<file path="src/rtl/cube_frame_loader_pkg.sv">
// Shared definitions for the cube frame loader: FSM encoding, packing geometry
// and the move code reported when the network never answers.
package cube_frame_loader_pkg;

    typedef enum logic [2:0] {
        ST_FILL   = 3'd0,
        ST_START  = 3'd1,
        ST_STREAM = 3'd2,
        ST_WAIT   = 3'd3,
        ST_RESULT = 3'd4
    } state_t;

    localparam int         BYTES_PER_WORD = 15;
    localparam int         BYTE_CNT_W     = 4;
    localparam logic [3:0] TIMEOUT_MOVE   = 4'hF;

    function automatic int ptr_width(input int depth);
        return (depth > 1) ? $clog2(depth) : 1;
    endfunction

endpackage

</file>
<file path="src/rtl/cube_frame_loader_frame_ram.sv">
// Single-port frame store: synchronous write, registered read of the same address.
module frame_ram #(
    parameter int DEPTH = 32,
    parameter int WIDTH = 120,
    parameter int AW    = 5
) (
    input  logic             clk,
    input  logic             we,
    input  logic [AW-1:0]    addr,
    input  logic [WIDTH-1:0] wdata,
    output logic [WIDTH-1:0] rdata
);

    logic [WIDTH-1:0] mem [DEPTH];

    // NOTE: the array has no reset so it maps onto block RAM; stale words are
    // harmless because a frame is always fully rewritten before it is streamed.
    always_ff @(posedge clk) begin
        if (we) begin
            mem[addr] <= wdata;
        end
        rdata <= mem[addr];
    end

endmodule

</file>
<file path="src/rtl/cube_frame_loader.sv">
// Packs a host byte stream into frame words, replays the frame into the network
// after a load pulse, and hands the network's move (or a timeout) back to the host.
module cube_frame_loader
    import cube_frame_loader_pkg::*;
#(
    parameter int N_WORDS = 32,
    parameter int WORD_W  = 120,
    parameter int TIMEOUT = 4096
) (
    input  logic              clk,
    input  logic              rst,
    input  logic              s_valid,
    output logic              s_ready,
    input  logic [7:0]        s_data,
    output logic              net_load,
    output logic [WORD_W-1:0] net_d,
    input  logic              net_valid,
    input  logic [3:0]        net_q,
    output logic              r_valid,
    input  logic              r_ready,
    output logic [3:0]        r_move,
    output logic              r_err,
    output logic              busy
);

    localparam int PTR_W = ptr_width(N_WORDS);
    localparam int T_W   = ptr_width(TIMEOUT);
    localparam int BUF_W = 8 * (BYTES_PER_WORD - 1);

    localparam logic [PTR_W-1:0]      LAST_WORD = PTR_W'(N_WORDS - 1);
    localparam logic [T_W-1:0]        LAST_TICK = T_W'(TIMEOUT - 1);
    localparam logic [BYTE_CNT_W-1:0] LAST_BYTE = BYTE_CNT_W'(BYTES_PER_WORD - 1);

    state_t                  state;
    logic [BYTE_CNT_W-1:0]   byte_cnt;
    logic [PTR_W-1:0]        wr_ptr;
    logic [PTR_W-1:0]        rd_ptr;
    logic [T_W-1:0]          tcnt;
    logic [BUF_W-1:0]        word_buf;

    logic                    accept;
    logic                    word_done;
    logic [PTR_W-1:0]        ram_addr;
    logic [WORD_W-1:0]       ram_wdata;
    logic [WORD_W-1:0]       ram_q;

    // Every handshake and stream output is a pure decode of the state register.
    assign s_ready  = (state == ST_FILL);
    assign net_load = (state == ST_START);
    assign r_valid  = (state == ST_RESULT);
    assign busy     = (state != ST_FILL);
    assign net_d    = (state == ST_STREAM) ? ram_q : '0;

    assign accept    = s_valid && s_ready;
    assign word_done = accept && (byte_cnt == LAST_BYTE);

    // The final byte bypasses the buffer so the word is written on the same edge.
    assign ram_wdata = WORD_W'({s_data, word_buf});

    // STREAM reads one word ahead because the RAM output is registered;
    // START presents address 0 so word 0 is ready on the first STREAM cycle.
    always_comb begin
        ram_addr = rd_ptr;
        case (state)
            ST_FILL:   ram_addr = wr_ptr;
            ST_STREAM: ram_addr = rd_ptr + PTR_W'(1);
            default:   ram_addr = rd_ptr;
        endcase
    end

    frame_ram #(
        .DEPTH (N_WORDS),
        .WIDTH (WORD_W),
        .AW    (PTR_W)
    ) u_frame_ram (
        .clk   (clk),
        .we    (word_done),
        .addr  (ram_addr),
        .wdata (ram_wdata),
        .rdata (ram_q)
    );

    always_ff @(posedge clk or posedge rst) begin
        if (rst) begin
            state    <= ST_FILL;
            byte_cnt <= '0;
            wr_ptr   <= '0;
            rd_ptr   <= '0;
            tcnt     <= '0;
            word_buf <= '0;
            r_move   <= '0;
            r_err    <= 1'b0;
        end else begin
            case (state)
                ST_FILL: begin
                    if (word_done) begin
                        byte_cnt <= '0;
                        if (wr_ptr == LAST_WORD) begin
                            state <= ST_START;
                        end else begin
                            wr_ptr <= wr_ptr + PTR_W'(1);
                        end
                    end else if (accept) begin
                        word_buf[{byte_cnt, 3'b000} +: 8] <= s_data;
                        byte_cnt <= byte_cnt + BYTE_CNT_W'(1);
                    end
                end

                ST_START: begin
                    state <= ST_STREAM;
                end

                ST_STREAM: begin
                    if (rd_ptr == LAST_WORD) begin
                        state <= ST_WAIT;
                        tcnt  <= '0;
                    end else begin
                        rd_ptr <= rd_ptr + PTR_W'(1);
                    end
                end

                ST_WAIT: begin
                    // A result arriving on the final timeout tick still counts as valid.
                    if (net_valid) begin
                        r_move <= net_q;
                        r_err  <= 1'b0;
                        state  <= ST_RESULT;
                    end else if (tcnt == LAST_TICK) begin
                        r_move <= TIMEOUT_MOVE;
                        r_err  <= 1'b1;
                        state  <= ST_RESULT;
                    end else if (tcnt != '1) begin
                        tcnt <= tcnt + T_W'(1);
                    end
                end

                ST_RESULT: begin
                    if (r_ready) begin
                        state    <= ST_FILL;
                        byte_cnt <= '0;
                        wr_ptr   <= '0;
                        rd_ptr   <= '0;
                        tcnt     <= '0;
                    end
                end

                default: begin
                    state <= ST_FILL;
                end
            endcase
        end
    end

endmodule

</file>
<file path="config.mk">
export PLATFORM = sky130hd
export DESIGN_NAME = cube_frame_loader
export DESIGN_NICKNAME = d
export VERILOG_FILES = /design/src/rtl/cube_frame_loader_pkg.sv /design/src/rtl/cube_frame_loader_frame_ram.sv /design/src/rtl/cube_frame_loader.sv
export SDC_FILE = /design/constraint.sdc
export NUM_CORES = 2
export LEC_CHECK = 0
export BUFFER_PORTS_ARGS = -buffer_cell sky130_fd_sc_hd__clkbuf_2
export CAP_MARGIN = 20
export CORE_MARGIN = 1
export CORE_UTILIZATION = 31
export DETAILED_ROUTE_END_ITERATION = 6
export PLACE_DENSITY = 0.51
export SETUP_SLACK_MARGIN = 0.05
export SLEW_MARGIN = 20
export SYNTH_ARGS = -nofsm -noshare
export SYNTH_HDL_FRONTEND = slang
export SYNTH_HIERARCHICAL = 1
export SYNTH_SLANG_ARGS = --single-unit
</file>
<file path="constraint.sdc">
create_clock -name clk -period 10.3 [get_ports clk]
set_input_delay 1.03 -clock clk [delete_from_list [all_inputs] [get_ports clk]]
set_output_delay 1.03 -clock clk [all_outputs]
set_load 0.02 [all_outputs]
</file>
### Word level (Yosys, flattened, before mapping)

Memory sizes are Yosys's and may differ from the RTL's. A register that Yosys moved wholly into a read port is not among the register bits.
Cells that the tools add are included.

* add/subtract/negate cells: 5
* equality and inequality tests: 20
* shifts and indexed selects: 2
* multiplexer cells: 32
* bitwise gates (word level): 1
* reductions and logical operators: 15

Operator list (number)
* 2-to-1 mux 120 bit: 1
* bitwise mux 112 bit: 1
* variable shift 8 x 9 -> 112 bit, first input constant: 1
* indexed part select 8 x 9 -> 112 bit: 1
* 2-to-1 mux 12 bit: 5
* case mux 12 bit (3 select lines): 1
* case mux 5 bit (2 select lines): 3
* 2-to-1 mux 4 bit: 5
* 2-to-1 mux 5 bit: 4
* 2-to-1 mux 3 bit: 6
* case mux 3 bit (5 select lines): 1
* adder 12 x 1 -> 12 bit, second input constant: 1
* == test 12 bit, second input constant: 1
* inequality test 12 bit, second input constant: 1
* adder 5 x 1 -> 5 bit, second input constant: 2
* == test 5 bit, second input constant: 2
* inequality test 2 bit, second input constant: 5
* negation 7 -> 9 bit: 1
* AND reduction 3 bit: 3
* inequality test 2 x 1 -> 1 bit, second input constant: 4
* case mux 4 bit (2 select lines): 1
* == test 3 x 2 -> 1 bit, second input constant: 2
* AND reduction 6 bit: 1
* nonzero test 2 bit: 3
* 14 further kinds: 19

* register bits after elaboration: 146
* memory bits (writable): 3840
* bits of input ports: 17
* output and inout port bits: 129
* word-level logic and storage cells: 84
* memories: 1

Memory list
* u_frame_ram.mem: words 32, bits a word 120, rd ports 1, clocked after Yosys merged registers in 1, wr ports 1, RTL line cube_frame_loader_frame_ram.sv:14 `logic [WIDTH-1:0] mem [DEPTH];`

### Longest topological paths before layout

* depth in word-level cells: 5
* mapped depth: 14
* depth with buffers taken out: 9

### Cells and area by module

Netlist, hierarchy kept.

Modules (own cells, without submodules)
* frame_ram: times used 1, cells each 7692, area an instance 147187.4 um^2, sequential area each 117712.9 um^2
* cube_frame_loader: times used 1, cells each 651, area an instance 7409.6 um^2, sequential area each 3653.5 um^2

### Worst setup path before layout

Ideal clock, no wire load.

* path kind: input to register
* start: in s_valid
* end: mem u_frame_ram.mem[24][0], enable pin
* setup time: 0.746 ns
* data arrival time: 10.452 ns
* required time: 9.554 ns
* slack: -0.899 ns
* stages: 5
* path buffers: 1
* path through: or4b_4 -> nor2_1 -> or3b_2 -> clkbuf_1 -> nor3_1

* word-level cells in the longest chain between the ends: 4

Ends and longest elaborated chain
* from (decl): RTL line cube_frame_loader.sv:12 `input logic s_valid,`
* logical AND 1 bit: RTL line cube_frame_loader.sv:54 `assign accept = s_valid && s_ready;`
* logical AND 1 bit: RTL line cube_frame_loader.sv:55 `assign word_done = accept && (byte_cnt == LAST_BYTE);`
* net word_done: RTL line cube_frame_loader.sv:42 `logic word_done;`
* 2-to-1 mux 1 bit: RTL line cube_frame_loader_frame_ram.sv:19 `if (we) begin`
* 2-to-1 mux 1 bit (implied by the code): RTL line cube_frame_loader_frame_ram.sv:20 `mem[addr] <= wdata;`
* to (decl): RTL line cube_frame_loader_frame_ram.sv:14

The timed path passes the listed nets, and every way through them passes these cells.

### Final worst setup path

* start: reg state[0]
* end: reg u_frame_ram.rdata[71], read port of u_frame_ram.mem

* word-level cells in the longest chain between the ends: 2
* elaborated cells on any way between the ends: 3
* those cells by class: eq/ne (1); mux (1); reduce/logical (1)

Ends and longest elaborated chain
* from (decl): RTL line cube_frame_loader.sv:34 `state_t state;`
* from (signal assigned): RTL line cube_frame_loader.sv:85 `state <= ST_FILL;`
* from (signal assigned): RTL line cube_frame_loader.sv:99 `state <= ST_START;`
* from (signal assigned): RTL line cube_frame_loader.sv:110 `state <= ST_STREAM;`
* == test 3 x 2 -> 1 bit / zero test 3 bit (equally long branches): RTL line cube_frame_loader.sv:64 `case (state)`
* case mux 5 bit (2 select lines) (*): RTL line cube_frame_loader.sv:64
* net ram_addr[1]: RTL line cube_frame_loader.sv:43 `logic [PTR_W-1:0] ram_addr;`
* to (decl): RTL line cube_frame_loader_frame_ram.sv:11 `output logic [WIDTH-1:0] rdata`

Mark *: on every way through the listed nets, which the timed path passes. The rest lies on a longest branch.
A chain may end at the register's enable or synchronous reset.

==> impl_summary.log <==
INFO  metric final.min_clock_period = 6210 ps
INFO  metric combinational_family_with_the_most_area_after_synthesis = multiplexers
INFO  metric violations = design-rule violations
INFO  metric num-nets-final = about 8700
INFO  metric p_per_area = 299 mW/mm^2
INFO  metric synth.yosys.warnings = 6
INFO  metric clock_tree.root_cell = sky130_fd_sc_hd__clkbuf_16
INFO  metric htreeDepth = 5
INFO  metric grt_setup_unrepaired = no
INFO  metric finalSetupViolations = 0
INFO  metric synth_sequential_area_ratio = 78.5%
INFO  metric synthesis.area = 0.155 mm^2
INFO  metric intPower = around 35000 uW
INFO  metric via_count_of_the_first_global_routing_pass = 80900
INFO  metric synth_xor_xnor_area_share = 0.0283%
INFO  metric maxClockFrequency = 161 MHz
INFO  metric syn_to_final_growth = 15.2%
INFO  metric pin_count_of_the_biggest_net_entering_global_routing = 141
INFO  metric area_enclosed_by_the_die_boundary = 0.502 mm^2
INFO  metric fp-row-count = between 200 and 300
INFO  metric drc = 56
INFO  metric fin_worst_skew = slightly below 90 ps
INFO  metric ys_top_cells_by_area = sky130_fd_sc_hd__edfxtp_1 (75%), sky130_fd_sc_hd__mux2i_1 (12%), sky130_fd_sc_hd__o22ai_1 (3.9%)
INFO  metric synth_edf_count = approximately 3800
INFO  metric post_synth_fa_ha_maj_area_fraction = less than 1%
INFO  metric numCtsBuffers = ~430
INFO  metric synth.area.mux_share = 13.3%
INFO  metric ant_nets = 0
INFO  metric critPathRequiredTime = 11180 ps
INFO  metric postSynth.topFlopCell = sky130_fd_sc_hd__edfxtp_1
INFO  metric ys_ff_latch = 4106
INFO  metric synthSimpleGateAreaFrac = 2.52%
INFO  metric vias_per_cell = between 5 and 6
INFO  metric hold_viol = 0
INFO  metric grt_pass1_wl = ~660000 um
INFO  metric clkLatencyLatePin = between 1000 and 1500 ps
INFO  metric dr_total_vias = about 83000
INFO  metric path_clk_slew = 60 ps
INFO  metric die_height = 708 um
INFO  metric synth_top_area_share = 74.6%
INFO  metric dr.first_iter.drc_count = slightly above 9000
INFO  metric antenna_violations_before_repair = 47
INFO  metric critical_path.endpoint_type = register
INFO  metric critical_path.startpoint_type = register
INFO  metric dp_slack = 4110 ps
INFO  metric cts.hold.buffers_added = 0
INFO  metric max_slew.worst_pin.slew = approximately 1300 ps
INFO  metric boundaryPins = 146
INFO  metric synth_area_in_compound_gates = 4.22%
INFO  metric power.combinational.fraction = 29.5%
INFO  metric overflow = 0
INFO  metric critical_path_class = register to register
INFO  metric finalCoreUtilization = approximately 36%
INFO  metric timing.slew.headroom = 15.8%
INFO  metric cts-root-to-sink-buffers = 4
INFO  metric cts_tree = built
INFO  metric global_route.usage.total = 18.5%
INFO  metric rrSetupSlack = 4090 ps
INFO  metric syn-instance-count = 8343
INFO  metric synth_top_cell_by_area = sky130_fd_sc_hd__edfxtp_1
INFO  metric async_flop_share = 3.56%
INFO  metric globalplace.congestion = 0.762
INFO  metric tritoncts_num_sinks = 4106
INFO  metric switching_power_summed_over_all_nets = 18100 uW
INFO  metric synth_nets = 8369
INFO  metric post-route-period-util = 60.3%
INFO  metric tns = 0 ps
INFO  metric fp.dieW = about 710 um
INFO  metric timing.critical_path.fanout_max = between 100 and 150
INFO  metric power.switching_fraction = 33.9%
INFO  metric yosys.cell_types.count = 64
INFO  metric wire_per_inst = 30.6 um
INFO  metric timing.reg2reg.worst_path_depth = 11
INFO  metric start_util = approximately 31%
INFO  metric peakVddDrop = approximately 0.42 mV
INFO  metric area_of_the_core = roughly 0.5 mm^2
INFO  metric place.port_buffers = 145
INFO  metric power.leakage = approximately 0.06 uW
INFO  metric final-instance-count-excl-fill = 15700
INFO  metric p_seq_share = 41.7%
INFO  metric max_cap_violations = 0
INFO  metric worstPathArrival = 7090 ps
INFO  metric clockPowerShare = 28.8%
INFO  metric drtPass1Iterations = 7
INFO  metric post_cts_resized = 0
INFO  metric run_status = complete, but fails checks
INFO  metric post-cts-setup-buffer-count = 0
INFO  metric hold_class = input port to asynchronous set/reset pin
INFO  metric syn_avg_cell_area = 18.5 um^2
INFO  metric detail_route.wirelength = ~480000 um
INFO  metric number_of_cells_in_the_design_after_placement = 14900
INFO  metric final-max-slew-violation-count = 0
INFO  metric post_route_cells_drive_above_1_share = 13.0%
INFO  metric place_hpwl = 229000 um
INFO  metric finalWorstSetupSlack = 4090 ps
[worst max-delay path, stage by stage (launching register included)]
cell	delay [ps]
sky130_fd_sc_hd__dfrtp_1	530
sky130_fd_sc_hd__nor2_1	650
sky130_fd_sc_hd__nor2_1	160
sky130_fd_sc_hd__a21oi_4	220
sky130_fd_sc_hd__buf_12	600
sky130_fd_sc_hd__buf_12	620
sky130_fd_sc_hd__buf_4	950
sky130_fd_sc_hd__buf_4	910
sky130_fd_sc_hd__mux2i_1	270
sky130_fd_sc_hd__o22ai_1	110
sky130_fd_sc_hd__nor4_1	570
sky130_fd_sc_hd__nand2_1	100
[layout make-up]
class | instances | area [um^2]
well taps | 6630 | 8300
diodes | 25 | 62.6
clock buffers | 576 | 11700
repair buffers | 345 | 2750
inverters | 12 | 52.6
flip-flops and latches | 4106 | 121000
clock inverters | 223 | 2250
multi-input cells | 3763 | 31500
fillers | 46000 | 317000
[registers in the layout (all words and copies together), names as in the netlist]
signal / flops
tcnt: 12
u_frame_ram/rdata: 120
byte_cnt: 4
wr_ptr: 5
state: 3
r_move: 4
u_frame_ram/mem: 3840
rd_ptr: 5
word_buf: 112
r_err: 1
[worst paths after layout]
| check | startpoint | to |
|---|---|---|
| worst min register to register | r_move[1]$_DFFE_PP0P_ | r_move[1]$_DFFE_PP0P_ |
| max in group asynchronous | rst | word_buf[10]$_DFFE_PP0P_ |
| min in group clk | net_q[1] | r_move[1]$_DFFE_PP0P_ |
| worst max-delay path | state[0]$_DFFE_PP0P_ | u_frame_ram/rdata[71]$_DFF_P_ |
| worst min-delay path | rst | word_buf[85]$_DFFE_PP0P_ |
| worst max register to register | state[0]$_DFFE_PP0P_ | u_frame_ram/rdata[71]$_DFF_P_ |
[cells in the mapped netlist, types with 6 or more instances]
master                      instances
sky130_fd_sc_hd__edfxtp_1        3840
sky130_fd_sc_hd__mux2i_1         1925
sky130_fd_sc_hd__o22ai_1          964
sky130_fd_sc_hd__buf_2            254
sky130_fd_sc_hd__nor4_1           244
sky130_fd_sc_hd__clkbuf_1         185
sky130_fd_sc_hd__dfrtp_1          146
sky130_fd_sc_hd__nand2_1          141
sky130_fd_sc_hd__and2_1           121
sky130_fd_sc_hd__dfxtp_1          120
sky130_fd_sc_hd__mux2_2           113
sky130_fd_sc_hd__nor2_1            43
sky130_fd_sc_hd__and3_1            28
sky130_fd_sc_hd__o21ai_0           24
sky130_fd_sc_hd__buf_1             21
sky130_fd_sc_hd__nand3_1           19
sky130_fd_sc_hd__a21oi_1           15
sky130_fd_sc_hd__nor3_1            13
sky130_fd_sc_hd__inv_1             12
sky130_fd_sc_hd__ha_1               9
sky130_fd_sc_hd__nor2b_1            9
sky130_fd_sc_hd__nand4bb_1          6
sky130_fd_sc_hd__or3_1              6
[power groups by stage]
stage | sequential (uW) | clock, uW | combinational, uW
2_1_floorplan | 21600 | 0 | 10800
3_3_place_gp | 22500 | 0 | 15700
3_5_place_dp | 22600 | 0 | 15800
4_1_cts | 22300 | 15600 | 15800
5_1_grt | 22400 | 16200 | 16600
6_report | 22200 | 15300 | 15700
[cells by family (layout without fill, tap and decap cells)]
family,after synthesis,in the layout
adder cells (fa/ha/maj),9,9
flip-flops,4106,4106
other,0,25
AND/OR/NAND/NOR,673,673
XOR/XNOR,5,5
multiplexers,2038,2038
buffers and inverters,474,1156
AO/OA/AOI/OAI,1038,1038
[stage by stage]
stage | total power [uW] | instance area, um^2 | hold slack [ps]
floorplan | 32400 | 155000 | 477
global placement | 38200 | 164000 | 477
detailed placement | 38400 | 164000 | 477
CTS | 53600 | 178000 | 171
global route | 55200 | 178000 | 190
finish | 53300 | 178000 | 162
[cell usage in the layout (no fill, tap or decap), drive strengths merged, types with 11 or more instances in the layout]
cell type,count
a21oi,17
and2,121
and3,28
buf,201
bufinv,33
clkbuf,720
clkinv,164
clkinvlp,11
dfrtp,146
dfxtp,120
diode,25
edfxtp,3840
inv,27
mux2,113
mux2i,1925
nand2,141
nand3,19
nor2,45
nor3,14
nor4,246
o21ai,24
o22ai,964
[layer usage]
layer  part of all wire, %  track usage [%]  vias to the layer above
met5                 0.012                0                        -
met4                   2.1             3.99                       10
met3                   7.2             2.78                      638
met2                    47             29.7                     3315
met1                    44             26.6                    44200
li1                      -                -                    34500
(Power assumes the default switching activity.)
